[src/rtl/rng_pkg.sv]
// Shared definitions for the 16-bit XNOR LFSR random-number path:
// word width, tap positions, the step function and the fetch FSM states.
package rng_pkg;

  localparam int RNG_W = 16;
  localparam logic [RNG_W-1:0] DEFAULT_SEED = 16'd5;

  localparam int TAP_A = 15;
  localparam int TAP_B = 14;
  localparam int TAP_C = 12;
  localparam int TAP_D = 3;

  typedef enum logic [1:0] {
    IDLE,
    REQ,
    WAIT_LOW,
    WAIT_HIGH
  } fetch_state_t;

  // One generator step: shift left, XNOR of the taps enters at bit 0.
  function automatic logic [RNG_W-1:0] lfsr_next(input logic [RNG_W-1:0] p);
    return {p[RNG_W-2:0], ~(p[TAP_A] ^ p[TAP_B] ^ p[TAP_C] ^ p[TAP_D])};
  endfunction

endpackage

[src/rtl/rng_fifo.sv]
// Synchronous FIFO with binary pointers and an occupancy counter.
// The head entry is presented combinationally and reads as zero when empty.
module rng_fifo #(
  parameter int WIDTH = 16,
  parameter int DEPTH = 4,
  localparam int AW = $clog2(DEPTH),
  localparam int LW = $clog2(DEPTH + 1)
) (
  input  logic             clock,
  input  logic             rst,
  input  logic             push,
  input  logic [WIDTH-1:0] push_data,
  input  logic             pop,
  output logic [WIDTH-1:0] head,
  output logic             valid,
  output logic [LW-1:0]    level
);

  localparam logic [LW-1:0] FULL = LW'(DEPTH);

  logic [WIDTH-1:0] mem [DEPTH];
  logic [AW-1:0]    wr_ptr;
  logic [AW-1:0]    rd_ptr;
  logic             do_push;
  logic             do_pop;

  assign valid   = (level != '0);
  assign do_pop  = pop && valid;
  assign do_push = push && (level != FULL);
  assign head    = valid ? mem[rd_ptr] : '0;

  // NOTE: the storage array is deliberately not reset; level alone says which
  // entries are meaningful, so only pointers and occupancy need clearing.
  always_ff @(posedge clock) begin
    if (do_push) mem[wr_ptr] <= push_data;
  end

  always_ff @(posedge clock or posedge rst) begin
    if (rst) begin
      wr_ptr <= '0;
      rd_ptr <= '0;
      level  <= '0;
    end else begin
      if (do_push) wr_ptr <= wr_ptr + AW'(1);
      if (do_pop)  rd_ptr <= rd_ptr + AW'(1);
      case ({do_push, do_pop})
        2'b10:   level <= level + LW'(1);
        2'b01:   level <= level - LW'(1);
        default: level <= level;
      endcase
    end
  end

endmodule

[src/rtl/rng_fetch_buffer.sv]
// Requests words from the random generator, buffers them in a small FIFO and
// cross-checks every captured word against a local LFSR prediction.
module rng_fetch_buffer
  import rng_pkg::*;
#(
  parameter int               DEPTH   = 4,
  parameter logic [RNG_W-1:0] SEED    = DEFAULT_SEED,
  parameter int               TIMEOUT = 15
) (
  input  logic                       clock,
  input  logic                       rst,
  input  logic                       fetch_en,
  output logic                       rng_en,
  input  logic                       rng_done,
  input  logic [RNG_W-1:0]           rng_data,
  output logic [RNG_W-1:0]           out_data,
  output logic                       out_valid,
  input  logic                       out_ready,
  output logic [$clog2(DEPTH+1)-1:0] level,
  output logic                       mismatch,
  output logic                       timeout_err,
  output logic [15:0]                fetched
);

  localparam int LW = $clog2(DEPTH + 1);
  localparam int TW = $clog2(TIMEOUT + 1);
  localparam logic [LW-1:0] FULL      = LW'(DEPTH);
  localparam logic [TW-1:0] TIMER_MAX = TW'(TIMEOUT);

  fetch_state_t     state;
  fetch_state_t     state_next;
  logic [TW-1:0]    timer;
  logic [RNG_W-1:0] predictor;
  logic             capture;
  logic             expired;

  // NOTE: every always_comb output gets a default first so no path can
  // leave it unassigned and infer a latch.
  always_comb begin
    capture = (state == WAIT_HIGH) && rng_done;
    expired = (timer == TIMER_MAX) &&
              (((state == WAIT_LOW) && rng_done) || ((state == WAIT_HIGH) && !rng_done));
  end

  always_comb begin
    state_next = state;
    case (state)
      IDLE:      if (fetch_en && (level != FULL)) state_next = REQ;
      REQ:       state_next = WAIT_LOW;
      WAIT_LOW:  if (!rng_done) state_next = WAIT_HIGH;
                 else if (expired) state_next = IDLE;
      WAIT_HIGH: if (capture || expired) state_next = IDLE;
      default:   state_next = IDLE;
    endcase
  end

  // NOTE: clocked state uses non-blocking assignments so every flop samples
  // pre-edge values regardless of statement order.
  always_ff @(posedge clock or posedge rst) begin
    if (rst) begin
      state  <= IDLE;
      rng_en <= 1'b0;
      timer  <= '0;
    end else begin
      state  <= state_next;
      rng_en <= (state_next == REQ);
      if (state_next != state) timer <= '0;
      else if ((state == WAIT_LOW) || (state == WAIT_HIGH)) timer <= timer + TW'(1);
    end
  end

  // Predictor resyncs to the captured word so one bad word flags only once.
  always_ff @(posedge clock or posedge rst) begin
    if (rst) begin
      predictor   <= SEED;
      mismatch    <= 1'b0;
      timeout_err <= 1'b0;
      fetched     <= '0;
    end else begin
      if (capture) begin
        predictor <= rng_data;
        fetched   <= fetched + 16'd1;
        if (rng_data != lfsr_next(predictor)) mismatch <= 1'b1;
      end
      if (expired) timeout_err <= 1'b1;
    end
  end

  rng_fifo #(
    .WIDTH(RNG_W),
    .DEPTH(DEPTH)
  ) u_fifo (
    .clock    (clock),
    .rst      (rst),
    .push     (capture),
    .push_data(rng_data),
    .pop      (out_ready),
    .head     (out_data),
    .valid    (out_valid),
    .level    (level)
  );

endmodule
[config.mk]
export PLATFORM = sky130hd
export DESIGN_NAME = rng_fetch_buffer
export DESIGN_NICKNAME = d
export VERILOG_FILES = /design/src/rtl/rng_pkg.sv /design/src/rtl/rng_fifo.sv /design/src/rtl/rng_fetch_buffer.sv
export SDC_FILE = /design/constraint.sdc
export NUM_CORES = 1
export LEC_CHECK = 0
export ABC_AREA = 1
export BUFFER_PORTS_ARGS = -buffer_cell sky130_fd_sc_hd__buf_4
export CAP_MARGIN = 5
export CORE_UTILIZATION = 58
export DETAILED_ROUTE_END_ITERATION = 8
export PLACE_DENSITY = 0.81
export SLEW_MARGIN = 20
export SYNTH_ARGS = -nofsm -noshare
export SYNTH_HDL_FRONTEND = slang
export SYNTH_SLANG_ARGS = --single-unit
export TNS_END_PERCENT = 20
[constraint.sdc]
create_clock -name clock -period 2.92 [get_ports clock]
set_clock_uncertainty 0.05 [all_clocks]
set_input_delay 0.876 -clock clock [delete_from_list [all_inputs] [get_ports clock]]
set_output_delay 0.876 -clock clock [all_outputs]
set_load 0.005 [all_outputs]
# After elaboration in Yosys (flattened, before gate mapping)
# Memories as Yosys holds them, arrays and structs flattened.
# Index checks and enable logic that the tools add are counted.
[totals]
mem_count = 1
regBits = 48
ramBits = 64
inputBits = 21
elab_cells = 58
[mem_list]
columns = ["name", "words", "width", "read_ports", "rd_clocked_by_memory_dff", "write_ports", "line_no", "source"]
rows = [
  ["u_fifo.mem", 4, 16, 1, 0, 1, "rng_fifo.sv:21", "logic [WIDTH-1:0] mem [DEPTH];"],
]
[classes]
n_eq_ne = 10
n_addsub = 6
reduce_logical = 16
n_bitwise = 4
mux = 11
[op_table]
columns = ["operator", "n"]
rows = [
  ["16-bit by 1-bit adder with 16-bit output (second input constant)", 1],
  ["16-bit 2-to-1 mux", 1],
  ["16-bit inequality test", 1],
  ["2-bit 2-to-1 mux", 4],
  ["4-bit 2-to-1 mux", 2],
  ["2-bit one-hot mux with 4 select lines", 1],
  ["1-bit logical AND", 7],
  ["2-bit by 1-bit == test with 1-bit output (second input constant)", 3],
  ["2-bit == test (second input constant)", 3],
  ["3-bit one-hot mux with 2 select lines", 1],
  ["2-bit by 1-bit adder with 2-bit output (second input constant)", 2],
  ["4-bit by 1-bit adder with 4-bit output (second input constant)", 1],
  ["4-bit == test (second input constant)", 1],
  ["2-bit nonzero test", 2],
  ["3-bit by 1-bit adder with 3-bit output (second input constant)", 1],
  ["1-bit logical OR", 3],
  ["3-bit inequality test (second input constant)", 1],
  ["3-bit nonzero test", 1],
  ["3-bit by 1-bit subtractor with 3-bit output (second input constant)", 1],
  ["1-bit XOR", 3],
  ["2-bit logical NOT", 1],
  ["1-bit 2-to-1 mux", 2],
  ["2-bit inequality test", 1],
  ["2-bit AND reduction", 1],
  ["other kinds (2)", 2],
]

# Longest topological paths before layout
[depth]
word_depth = 9
mapped_depth = 10
ltp_nobuf = 10

# Hierarchy
# A second synthesis with hierarchy kept.
[unflattened]
cells_unflattened = 583
hier_area_um2 = 5337.6
[by_module_without_submodules]
columns = ["mod", "area_per_inst_um2", "instances", "seq_area_each_um2", "cells_each"]
rows = [
  ["rng_fifo", 3198.1, 1, 2097.0, 310],
  ["rng_fetch_buffer", 2139.6, 1, 1028.5, 273],
]

# Worst setup path after synthesis
# Ideal clock, no wire load.
[synth_timing]
path_kind = "input-to-reg"
from = "in rng_done"
to = "mem u_fifo.mem[0][0], enable pin"
arrival_ps = 1992
n_path_buf = 0
path_stages = 4
slack_ps = 489
cell_sequence = "nand3_4 -> inv_6 -> nand2_1 -> nor2_1"
[synth_via]
elab_chain_cells = 4
[synth_lines]
columns = ["item", "line_no", "source"]
rows = [
  ["from (decl)", "rng_fetch_buffer.sv:14", "input logic rng_done,"],
  ["1-bit logical AND", "rng_fetch_buffer.sv:40", "capture = (state == WAIT_HIGH) && rng_done;"],
  ["1-bit logical AND", "rng_fifo.sv:29", "assign do_push = push && (level != FULL);"],
  ["1-bit 2-to-1 mux", "rng_fifo.sv:35", "if (do_push) mem[wr_ptr] <= push_data;"],
  ["1-bit 2-to-1 mux (implied by the code)", "rng_fifo.sv:35", ""],
  ["to (decl)", "rng_fifo.sv:21", ""],
]
# Every way passes these cells.

# Worst setup path in the final report
[layout_timing]
from = "reg u_fifo.rd_ptr[0]"
to = "out out_data[15]"
[layout_via]
elab_chain_cells = 2
[layout_lines]
columns = ["item", "line_no", "source"]
rows = [
  ["from (decl)", "rng_fifo.sv:23", "logic [AW-1:0] rd_ptr;"],
  ["from (signal assigned)", "rng_fifo.sv:45", "if (do_pop) rd_ptr <= rd_ptr + AW'(1);"],
  ["memory 4 x 16 bit", "n/a", ""],
  ["16-bit 2-to-1 mux", "rng_fifo.sv:30", "assign head = valid ? mem[rd_ptr] : '0;"],
  ["to (decl)", "rng_fetch_buffer.sv:16", "output logic [RNG_W-1:0] out_data,"],
]
# Every way passes these cells.

==> results.txt <==
The number of enable flip-flop cells after synthesis came out at 64. The root buffer cell chosen for the clock tree is clkbuf_8. For this design, the sink count on the clock tree is 112.

Traced cell by cell, the critical path runs through buf_4 -> nor2_1 -> nor2_1 -> o21ai_0 -> a21oi_1 -> buf_4. The core area is 8340 um^2. The share of the yosys chip area belonging to registers is 61.7%. The number of I/O pins is 60. The clock slew at the register clock pins of the worst setup and hold paths came out at 0.11 ns.

The worst setup path is captured at an output pin. The number of placement rows is 33. In this run, the combinational gates consume 37.9% of the power. The number of antenna diodes in the final layout is 0.

The number of antenna violations at the first check in global routing is 0. The number of max-slew violations in the final report came out at 0. The number of nets at the end of the flow came out at 614.

Global routing finished with a remaining overflow of 0. In this run, synthesis produced a sequential element count of 112. Leaving out fill and tap cells, the most frequent cells in the layout are nand2_1, nor2_1, buf_4.

The wire length of the first global-routing pass is 15800 um. The number of max-cap violations came out at 0. The setup slack on the worst flop-to-flop path is 0.68 ns. The clock latency reported for the late side of the worst-skew pair is 0.36 ns. The maximum fanout encountered on the critical timing path is 31. The total power density per cell area came out at 845 nW/um^2. The global routing stage identified its most utilized layer as met2. The height of the die is 95.5 um. The total net switching power is 1820 uW.

The run finished with clean final reports. The maximum operating frequency came out at 0.365 GHz. The HPWL after detailed placement is 6690 um.

The part of the total power dissipated in sequential elements came out at 45.1%. The number of H-tree levels came out at 3. The placed standard-cell area is 5660 um^2.

Once detail routing completed, the nets flagged for antenna violations numbered 0. The synthesis warning total came out at 0. The total negative setup slack came out at 0 ns.

The fraction of met3 tracks used by global routing is 3.91%. In this run the cell area of the synthesized design comes to 5070 um^2. The longest individual stage delay on the worst path is 0.45 ns. The floorplan die area came out at 9120 um^2. The critical path is of the flip-flop to output pin type. Synthesis produced 520 cells. The highest ir drop seen on vdd came out at 444 uV. The data arrival time at the worst-slack endpoint came out at 1.81 ns. The total routing usage reported by global routing is 23.1%. The initial cell density of the core came out at 60.8%. The count of placed standard cells including taps came out at 679. The via count of the first global-routing pass was 3497. The mean cell area of the mapped netlist is 9.75 um^2. The final weighted congestion in routability-driven placement is 0.800. The worst register-to-register path has a depth of 9. The library cell used most frequently in the layout, excluding fill and tap cells, is nand2_1.

The type of the tightest min-delay check is input pin to asynchronous set/reset pin. The share of flip-flops with an asynchronous set or reset is 42.9%. The number of DRC markers after the initial detailed-route iteration came out at 172. Data on the critical path is required at its endpoint by 1.99 ns.

The worst slew margin relative to its limit is 70.5%. The routed design has 9640 um of wire. The total number of vias came out at 3587.

For met2 alone, demand over resource in global routing was 40.1%. The leakage power total is 0.00267 uW. After detailed routing, the average wire length per cell comes to 13.9 um.

The clock tree buffer depth is 2. The worst-margin pin slew is 0.442 ns. The number of buffer cells added on primary ports came out at 59.

In this run the critical register-to-register path is captured at u_fifo.level[2]$_DFFE_PP0P_. The global routing met1 resource utilization is 28.9%. The worst register-to-register path begins at u_fifo.level[0]$_DFFE_PP0P_.

The number of remaining DRC errors is 0. Entering global routing, the biggest net connects 33 pins. The net count after synthesis is 549. The master of the slowest instance on the critical path is dfrtp_1. The cell family contributing the most delay on the critical path is buffers and inverters. The startpoint type of the worst setup path is a flip-flop. The clock share of power is 17.0%. Subtracting the final worst setup slack from the clock period gives 2.74 ns. The non-filler instance count after layout is 695. From synthesis to final layout, the design area changed by 15.2%.

The final-report hold violation count is 0. The number of CTS-inserted buffers is 9. The final setup violation count is 0. The detailed-route vias per instance came out at 5.16. The horizontal extent of the die is 95.5 um. The total iterations of the first detailed-routing run came out at 5. The share of final-layout standard cells stronger than drive strength 1 came out at 17.5%. The number of unique standard cell types used by synthesis is 31. The internal power contribution is 3110 uW. The predominant post-synthesis flop cell is edfxtp_1. The part of the cycle the worst path needs is 93.8%.

The buffer and inverter count on the worst path came out at 2. The post-route cell area is 5840 um^2. TritonCTS built the clock tree. Setup repair after global routing left no endpoint under its margin. After filler insertion, the fill cell instance count of the layout stands at 625. The share of total power consumed by net switching came out at 36.9%.
==> cells in the mapped netlist, types with 2 or more instances <==
cell      count  share of area (%)
a21oi_1      19                1.9
buf_2         4               0.39
clkbuf_1     10               0.74
dfrtp_1      46                 23
dfstp_2       2                1.0
edfxtp_1     64                 38
ha_1          7                1.7
inv_1        63                4.7
inv_2         2               0.15
nand2_1     105                7.8
nand2_4       2               0.44
nand3_1      14                1.4
nand4_1       4               0.49
nor2_1       89                6.6
nor2_2        2               0.25
nor2_8        2               0.79
nor3_1        3               0.30
o21ai_0      51                5.0
xnor2_1       7                1.2
xor2_1       13                2.2
==> per-layer routing <==
layer	share of wire (%)	routed length, um	vias to the layer above
met5	0	0	-
met4	0.51	49	0
met3	4.4	428	4
met2	51	4900	66
met1	44	4260	1725
li1	-	-	1792
==> repair_timing <==
action,in CTS,in global routing
resized for setup,0,1
setup endpoints to repair,0,9
hold buffers,0,0
setup buffers,0,0
==> state kept, by name, summed over array words and instances (netlist names) <==
| name | flops |
|---|---|
| predictor | 16 |
| fetched | 16 |
| timeout_err | 1 |
| u_fifo.rd_ptr | 2 |
| u_fifo.mem | 64 |
| u_fifo.level | 3 |
| rng_en | 1 |
| u_fifo.wr_ptr | 2 |
| mismatch | 1 |
| timer | 4 |
| state | 2 |
==> cell type report <==
cell class	count	area (um^2)	area share, %
Inverter	67	260	4.46
Clock inverter	6	50.0	0.857
Clock buffer	10	128	2.19
Multi-Input combinational cell	326	1630	27.8
Timing Repair Buffer	69	518	8.87
Sequential cell	112	3130	53.5
Tap cell	105	131	2.25
==> through the flow <==
step           hold WS [ns]  power [uW]  util, %  setup slack (ns)
2_1_floorplan         0.407        3390        -             0.489
3_3_place_gp          0.402        4030     67.8             0.374
3_5_place_dp          0.414        4140     67.8             0.317
4_1_cts               0.397        4980     70.0            0.0753
5_1_grt               0.418        5330     70.0            0.0558
6_report              0.410        4930     70.0             0.181
==> worst reg2reg max path: cells and delay by family (launching register included) <==
kind,cells,cell delay (ns)
AND/OR/NAND/NOR,2,0.35
XOR/XNOR,1,0.14
flip-flops,1,0.43
AO/OA/AOI/OAI,2,0.28
buffers and inverters,2,0.27
adder cells (fa/ha/maj),2,0.59
==> power by group through the flow <==
stage / Sequential [uW] / Clock, uW / Combinational, uW
4_1_cts: 2220 / 866 / 1890
2_1_floorplan: 2180 / 0 / 1210
6_report: 2220 / 839 / 1870
5_1_grt: 2260 / 921 / 2160
3_3_place_gp: 2230 / 0 / 1800
3_5_place_dp: 2250 / 0 / 1890
==> worst max path at each step <==
stage / start / endpoint / slack, ns / cells after the start
2_1_floorplan: rng_done / u_fifo.mem[0][0]$_DFFE_PP_ / 0.49 / 4
3_3_place_gp: rng_done / u_fifo.level[2]$_DFFE_PP0P_ / 0.37 / 10
3_5_place_dp: rng_done / u_fifo.level[2]$_DFFE_PP0P_ / 0.32 / 10
4_1_cts: u_fifo.rd_ptr[1]$_DFFE_PP0N_ / out_data[15] / 0.08 / 5
5_1_grt: u_fifo.rd_ptr[0]$_DFFE_PP0N_ / out_data[11] / 0.06 / 6
6_report: u_fifo.rd_ptr[0]$_DFFE_PP0N_ / out_data[15] / 0.18 / 6
==> kinds of logic (layout without fill, tap and decap cells) <==
group           Yosys count  in the layout  share of synthesized area (%)
compound gates           72             72                           7.18
xor+xnor                 21             21                           3.78
flops                   112            112                           61.7
buf+inv                  82            152                           6.27
fa+ha+maj                 8              8                           2.12
simple gates            225            225                           19.0
Power figures use the tool's default switching activity.
